--- config.mk ---
export PLATFORM = sky130hd
export DESIGN_NAME = ycr_reset_seq_ctrl
export DESIGN_NICKNAME = d
export VERILOG_FILES = /design/src/rtl/ycr_rst_seq_pkg.sv /design/src/rtl/ycr_rst_seq_sync.sv /design/src/rtl/ycr_reset_seq_ctrl.sv
export SDC_FILE = /design/constraint.sdc
export NUM_CORES = 1
export LEC_CHECK = 0
export CAP_MARGIN = 30
export CORE_MARGIN = 1.5
export CORE_UTILIZATION = 30
export CTS_CLUSTER_DIAMETER = 120
export DETAILED_ROUTE_END_ITERATION = 8
export PLACE_DENSITY = 0.55
export SLEW_MARGIN = 5
export SYNTH_ARGS = -nofsm -noshare
export SYNTH_HDL_FRONTEND = slang
export SYNTH_SLANG_ARGS = --single-unit
--- constraint.sdc ---
create_clock -name clk -period 2.95 [get_ports clk]
set_clock_uncertainty 0.2 [all_clocks]
set_input_delay 0.295 -clock clk [delete_from_list [all_inputs] [get_ports clk]]
set_output_delay 0.295 -clock clk [all_outputs]
set_load 0.1 [all_outputs]
--- src/rtl/ycr_rst_seq_pkg.sv ---
// ycr_rst_seq_pkg: shared FSM state type and counter sizing helper
// for the ycr_reset_seq_ctrl reset sequencer.
package ycr_rst_seq_pkg;

    typedef enum logic [1:0] {
        ST_HOLD    = 2'd0,
        ST_RELEASE = 2'd1,
        ST_RUN     = 2'd2
    } seq_state_e;

    // Counter must hold both MIN_ASSERT-1 and any release delay value
    function automatic int unsigned cnt_width(
        input int unsigned dly_w,
        input int unsigned min_assert
    );
        int unsigned w_hold;
        w_hold = $clog2(min_assert);
        return (dly_w > w_hold) ? dly_w : w_hold;
    endfunction

endpackage

--- src/rtl/ycr_rst_seq_sync.sv ---
// ycr_rst_seq_sync: single-bit multi-stage synchroniser for one
// asynchronous reset request line; resets to 0 (request asserted).
module ycr_rst_seq_sync
    import ycr_rst_seq_pkg::*;
#(
    parameter int unsigned STAGES = 2
) (
    input  logic clk,
    input  logic rst_n,
    input  logic i_d,
    output logic o_q
);

    logic [STAGES-1:0] r_ff;

    // Shift the raw request through the synchroniser chain
    always_ff @(posedge clk or negedge rst_n) begin
        if (!rst_n) begin
            r_ff <= '0;
        end else begin
            r_ff[0] <= i_d;
            for (int s = 1; s < STAGES; s++) begin
                r_ff[s] <= r_ff[s-1];
            end
        end
    end

    assign o_q = r_ff[STAGES-1];

endmodule

--- src/rtl/ycr_reset_seq_ctrl.sv ---
// ycr_reset_seq_ctrl: holds and releases NUM_CH reset domains in order.
// Macro YCR_RST_SEQ_SWREQ_EN enables the sw_rst_req request path.
module ycr_reset_seq_ctrl
    import ycr_rst_seq_pkg::*;
#(
    parameter int unsigned NUM_CH      = 4,
    parameter int unsigned SYNC_STAGES = 2,
    parameter int unsigned MIN_ASSERT  = 4,
    parameter int unsigned DLY_W       = 4
) (
    input  logic                    clk,
    input  logic                    rst_n,
    input  logic                    test_mode,
    input  logic                    test_rst_n,
    input  logic [NUM_CH-1:0]       rst_req_n_in,
    input  logic [NUM_CH-1:0]       sw_rst_req,
    input  logic [NUM_CH*DLY_W-1:0] rel_dly,
    output logic [NUM_CH-1:0]       rst_n_out,
    output logic [NUM_CH-1:0]       rst_n_status,
    output logic                    seq_busy
);

    localparam int unsigned CNT_W = cnt_width(DLY_W, MIN_ASSERT);
    localparam int unsigned PTR_W = (NUM_CH > 1) ? $clog2(NUM_CH) : 1;
    localparam logic [PTR_W-1:0] LAST_CH = PTR_W'(NUM_CH - 1);
    localparam logic [CNT_W-1:0] HOLD_LD = CNT_W'(MIN_ASSERT - 1);

    logic              w_rst_n;
    logic [NUM_CH-1:0] w_sync;
    logic [NUM_CH-1:0] w_sw;
    logic [NUM_CH-1:0] w_req;
    logic              w_any;
    logic [PTR_W-1:0]  w_low;
    logic [PTR_W-1:0]  w_ptr_nxt;
    logic [DLY_W-1:0]  w_dly [NUM_CH];

    seq_state_e        r_state;
    seq_state_e        w_state_d;
    logic [PTR_W-1:0]  r_ptr;
    logic [PTR_W-1:0]  w_ptr_d;
    logic [CNT_W-1:0]  r_cnt;
    logic [CNT_W-1:0]  w_cnt_d;
    logic [NUM_CH-1:0] r_rel;
    logic [NUM_CH-1:0] w_rel_d;

    assign w_rst_n = test_mode ? test_rst_n : rst_n;

    for (genvar gi = 0; gi < NUM_CH; gi++) begin : g_ch
        assign w_dly[gi] = rel_dly[gi*DLY_W +: DLY_W];

        ycr_rst_seq_sync #(
            .STAGES (SYNC_STAGES)
        ) u_sync (
            .clk   (clk),
            .rst_n (w_rst_n),
            .i_d   (rst_req_n_in[gi]),
            .o_q   (w_sync[gi])
        );
    end

`ifdef YCR_RST_SEQ_SWREQ_EN
    assign w_sw = sw_rst_req;
`else
    logic w_sw_unused;
    assign w_sw_unused = ^sw_rst_req;
    assign w_sw = '0;
`endif

    assign w_req = ~w_sync | w_sw;
    assign w_any = |w_req;
    assign w_ptr_nxt = (r_ptr == LAST_CH) ? r_ptr : r_ptr + 1'b1;

    // Lowest requested channel index wins
    always_comb begin
        w_low = LAST_CH;
        for (int k = NUM_CH - 1; k >= 0; k--) begin
            if (w_req[k]) begin
                w_low = PTR_W'(k);
            end
        end
    end

    // Next-state: re-assert on new low-index requests, else hold/release
    always_comb begin
        w_state_d = r_state;
        w_ptr_d   = r_ptr;
        w_cnt_d   = r_cnt;
        w_rel_d   = r_rel;
        if (w_any && (r_state == ST_RUN || w_low < r_ptr)) begin
            w_state_d = ST_HOLD;
            w_ptr_d   = w_low;
            w_cnt_d   = HOLD_LD;
            for (int k = 0; k < NUM_CH; k++) begin
                if (PTR_W'(k) >= w_low) begin
                    w_rel_d[k] = 1'b0;
                end
            end
        end else begin
            unique case (r_state)
                ST_HOLD: begin
                    if (w_any) begin
                        w_cnt_d = HOLD_LD;
                    end else if (r_cnt == '0) begin
                        w_state_d = ST_RELEASE;
                        w_cnt_d   = CNT_W'(w_dly[r_ptr]);
                    end else begin
                        w_cnt_d = r_cnt - 1'b1;
                    end
                end
                ST_RELEASE: begin
                    if (r_cnt != '0) begin
                        w_cnt_d = r_cnt - 1'b1;
                    end else if (!w_req[r_ptr]) begin
                        w_rel_d[r_ptr] = 1'b1;
                        if (r_ptr == LAST_CH) begin
                            w_state_d = ST_RUN;
                        end else begin
                            w_ptr_d = w_ptr_nxt;
                            w_cnt_d = CNT_W'(w_dly[w_ptr_nxt]);
                        end
                    end
                end
                ST_RUN: begin
                end
                default: begin
                    w_state_d = ST_HOLD;
                end
            endcase
        end
    end

    // Sequencer state, pointer, counter and release flops
    always_ff @(posedge clk or negedge w_rst_n) begin
        if (!w_rst_n) begin
            r_state <= ST_HOLD;
            r_ptr   <= '0;
            r_cnt   <= HOLD_LD;
            r_rel   <= '0;
        end else begin
            r_state <= w_state_d;
            r_ptr   <= w_ptr_d;
            r_cnt   <= w_cnt_d;
            r_rel   <= w_rel_d;
        end
    end

    assign rst_n_out    = test_mode ? {NUM_CH{test_rst_n}} : r_rel;
    assign rst_n_status = r_rel;
    assign seq_busy     = (r_state != ST_RUN);

endmodule

==> results.ini <==
[sta]
setup_ws_ns=0.4574
finalMaxSlewViolations=0
finalHoldViolations=0
final_min_period_over_clock_period_pct=84.49
worst-slew-pin-transition_ns=0.6937
timing.final.setup_violations=0
min_period_ns=2.493
max-slew-margin-rel_pct=53.76
setup_tns_ns=0
rsz_0062_raised_after_global_routing=false
max_clock_freq_mhz=401.2

[critical_path]
critical_path.startpoint_type=flop
timing.critical_path.fanout_max=7
setup.worst_path.end_class=flop
regToRegEndpoint=r_cnt[2]$_DFFE_PN0P_
critical_path_class=flop to flop
crit_end=r_cnt[2]$_DFFE_PN0P_
reg2reg_depth=7
regToRegSetupSlack_ns=0.46
crit_path_start=r_ptr[1]$_DFFE_PN0P_
timing.critical_path.required_ns=2.87
timing.rr.start=r_ptr[1]$_DFFE_PN0P_
critical_path_arrival_ns=2.41

[cts]
clock_insertion_delay_worst_skew_ns=0.26
cts-buffers-inserted=3
cts_resized=0
path_clk_slew_ns=0.07
cts-hold-fix-buffers=0
tritoncts=built
number_of_setup_buffers_added_after_cts=0
tritoncts_num_sinks=20
cts_max_path_buffers=2
clockRootBuffer=sky130_fd_sc_hd__clkbuf_8
htreeDepth=1

[pwr]
switching_power_mw=0.3578
pwr_density_cell_nw_per_um2=545.6
share_seq_of_total_power_pct=35.6
p_clk_share_pct=21.3
power_switching_share_pct=37.22
max_ir_drop_vdd_mv=0.3443
cellInternalPower_mw=0.6034
power_frac_comb_pct=43.1
power.static_leakage_nw=0.7134

[detailed_routing]
wl_per_cell_um=13.92
finalWirelength_um=3147
route.antenna.remaining_nets=0
num_vias=1186
drt_iter0_drc=30
dr_vias_cell=5.248
dr.pass1.iters=4
drc=0

[layout]
final_common_cell=sky130_fd_sc_hd__clkdlybuf4s50_1
area_delta_synth_final_pct=30.98
top_library_cells_by_usage_in_the_layout_fill_and_taps_aside=23 x sky130_fd_sc_hd__clkdlybuf4s50_1, 18 x sky130_fd_sc_hd__dfrtp_1, 15 x sky130_fd_sc_hd__nor2_1
nets=205
antenna_cells_inserted=0
drive_above_1_share_pct=21.26
fillers=455

[placement]
post_place_setup_slack_ns=0.4577
gp_routability_congestion=0.7953
detailed_place_hpwl_um=2463
io_buffers=32

[synthesis]
synth_enable_flop_cells=0
ys_top_cells_by_area=sky130_fd_sc_hd__dfrtp_1 33%, sky130_fd_sc_hd__mux4_2 6.7%, sky130_fd_sc_hd__nor2_1 4.2%
post_synth_inst_count=140
yosys_warnings=0
mean_post_synth_cell_area_um2=9.607
yosys.cell_types.count=47
synth_sequential_area_ratio_pct=37.40
synth.top_cell.area_share_pct=33.49
postSynth.asyncResetShare_pct=100.0
syn_nets=170
post_synthesis_cell_type_with_the_largest_combined_area=sky130_fd_sc_hd__dfrtp_1
mappedNetlistArea_um2=1345
ys.flop_type=sky130_fd_sc_hd__dfrtp_1
post_synthesis_sequential_element_count=20

[floorplan]
floorplan.die.width_um=69.96
boundaryPins=37
die-area_um2=4894
die_y_um=69.96
floorplan.initialDensity_pct=31.11
rows=24
core_um2=4324

[outcome]
status=completed

[global_routing]
vias_in_the_first_global_route=1214
grt_antenna_before_repair=0
track_usage_pct=13.94
overflow=0
grt_max_degree=21
grt_first_pass_wirelength_um=5561

[min_path]
hold_path.startpoint=g_ch[3].u_sync.r_ff[0]$_DFF_PN0_
holdCritPathClass=flop to flop

[flow_run]
cap_violations=0

## synthesized netlist by cell type (2+ instances only)
cell type                  count
sky130_fd_sc_hd__a31oi_1       6
sky130_fd_sc_hd__nand2b_1      3
sky130_fd_sc_hd__nand4_1       2
sky130_fd_sc_hd__dfrtp_1      18
sky130_fd_sc_hd__mux4_2        4
sky130_fd_sc_hd__ha_1          2
sky130_fd_sc_hd__nor3_1        4
sky130_fd_sc_hd__inv_1         9
sky130_fd_sc_hd__a21oi_1       4
sky130_fd_sc_hd__nand2_1      10
sky130_fd_sc_hd__o21ai_0      10
sky130_fd_sc_hd__o31ai_1       2
sky130_fd_sc_hd__dfstp_2       2
sky130_fd_sc_hd__mux2i_1       4
sky130_fd_sc_hd__nor2_1       15
sky130_fd_sc_hd__buf_4         2
sky130_fd_sc_hd__a21o_1        2
sky130_fd_sc_hd__buf_2         4
sky130_fd_sc_hd__o21ai_1       2
sky130_fd_sc_hd__nor2b_1       5
sky130_fd_sc_hd__a211oi_1      2
sky130_fd_sc_hd__mux2_2        2
sky130_fd_sc_hd__nor4b_1       2
## metal layers
layer / share of wire [%] / wire (um) / track usage (%)
met5: 0 / 0 / 0
met4: 0.99 / 31 / 4.701
met3: 3.1 / 97 / 2.597
met2: 51 / 1598 / 24.23
met1: 45 / 1420 / 17.34
## cells by family after synthesis
group	Yosys count	share of synthesized area, %
simple gates	50	20.93
compound gates	41	22.42
flops	20	37.40
buf+inv	16	5.395
mux	10	11.35
fa+ha+maj	2	1.860
xor+xnor	1	0.6513
## stage by stage
| stage | hold slack [ns] | utilization [%] | cell area [um2] | std cells | power [mW] |
|---|---|---|---|---|---|
| floorplan | 0.1264 | - | 1345 | 140 | 0.6654 |
| global placement | 0.1323 | 39.47 | 1707 | 222 | 0.7590 |
| detailed placement | 0.1401 | 39.47 | 1707 | 222 | 0.7652 |
| CTS | 0.1575 | 40.74 | 1762 | 226 | 0.9782 |
| global route | 0.1592 | 40.74 | 1762 | 226 | 1.032 |
| finish | 0.1534 | 40.74 | 1762 | 226 | 0.9612 |
## how the worst min path moves through the flow
| stage | to | slack (ns) | cells after the start |
|---|---|---|---|
| 2_1_floorplan | g_ch[0].u_sync.r_ff[0]$_DFF_PN0_ | 0.13 | 0 |
| 3_3_place_gp | g_ch[3].u_sync.r_ff[1]$_DFF_PN0_ | 0.13 | 0 |
| 3_5_place_dp | g_ch[3].u_sync.r_ff[1]$_DFF_PN0_ | 0.14 | 0 |
| 4_1_cts | g_ch[3].u_sync.r_ff[1]$_DFF_PN0_ | 0.16 | 0 |
| 5_1_grt | g_ch[3].u_sync.r_ff[1]$_DFF_PN0_ | 0.16 | 0 |
| 6_report | g_ch[3].u_sync.r_ff[1]$_DFF_PN0_ | 0.15 | 0 |
## cell type report
cell class,count,area (um2),area share (%)
timing repair buffer,36,327.8,18.61
tap,52,65.06,3.693
clock buffer,4,55.05,3.125
multi-input combinational,104,773.2,43.89
inverter,10,37.54,2.131
sequential,20,503.0,28.55
## sequential cells by signal, summed over array words and instances, names as in the netlist
name	flops
rst_n_status	4
r_state	2
g_ch.u_sync.r_ff	8
r_ptr	2
r_cnt	4
## power by group through the flow
stage / clock network, mW / registers, mW / logic, mW
after global routing: 0.229 / 0.349 / 0.454
after global placement: 0 / 0.348 / 0.411
after detailed placement: 0 / 0.348 / 0.417
after floorplan: 0 / 0.306 / 0.359
after CTS: 0.216 / 0.343 / 0.419
final: 0.205 / 0.342 / 0.414
## worst max-delay path: stages (launching register included)
cell	delay [ns]
sky130_fd_sc_hd__dfrtp_1	0.37
sky130_fd_sc_hd__clkinv_1	0.26
sky130_fd_sc_hd__ha_1	0.42
sky130_fd_sc_hd__nor2b_1	0.16
sky130_fd_sc_hd__a311oi_4	0.48
sky130_fd_sc_hd__a221oi_2	0.20
sky130_fd_sc_hd__o21ai_1	0.15
sky130_fd_sc_hd__o21ai_0	0.10
Note: power is estimated with default switching activity, not from simulation.
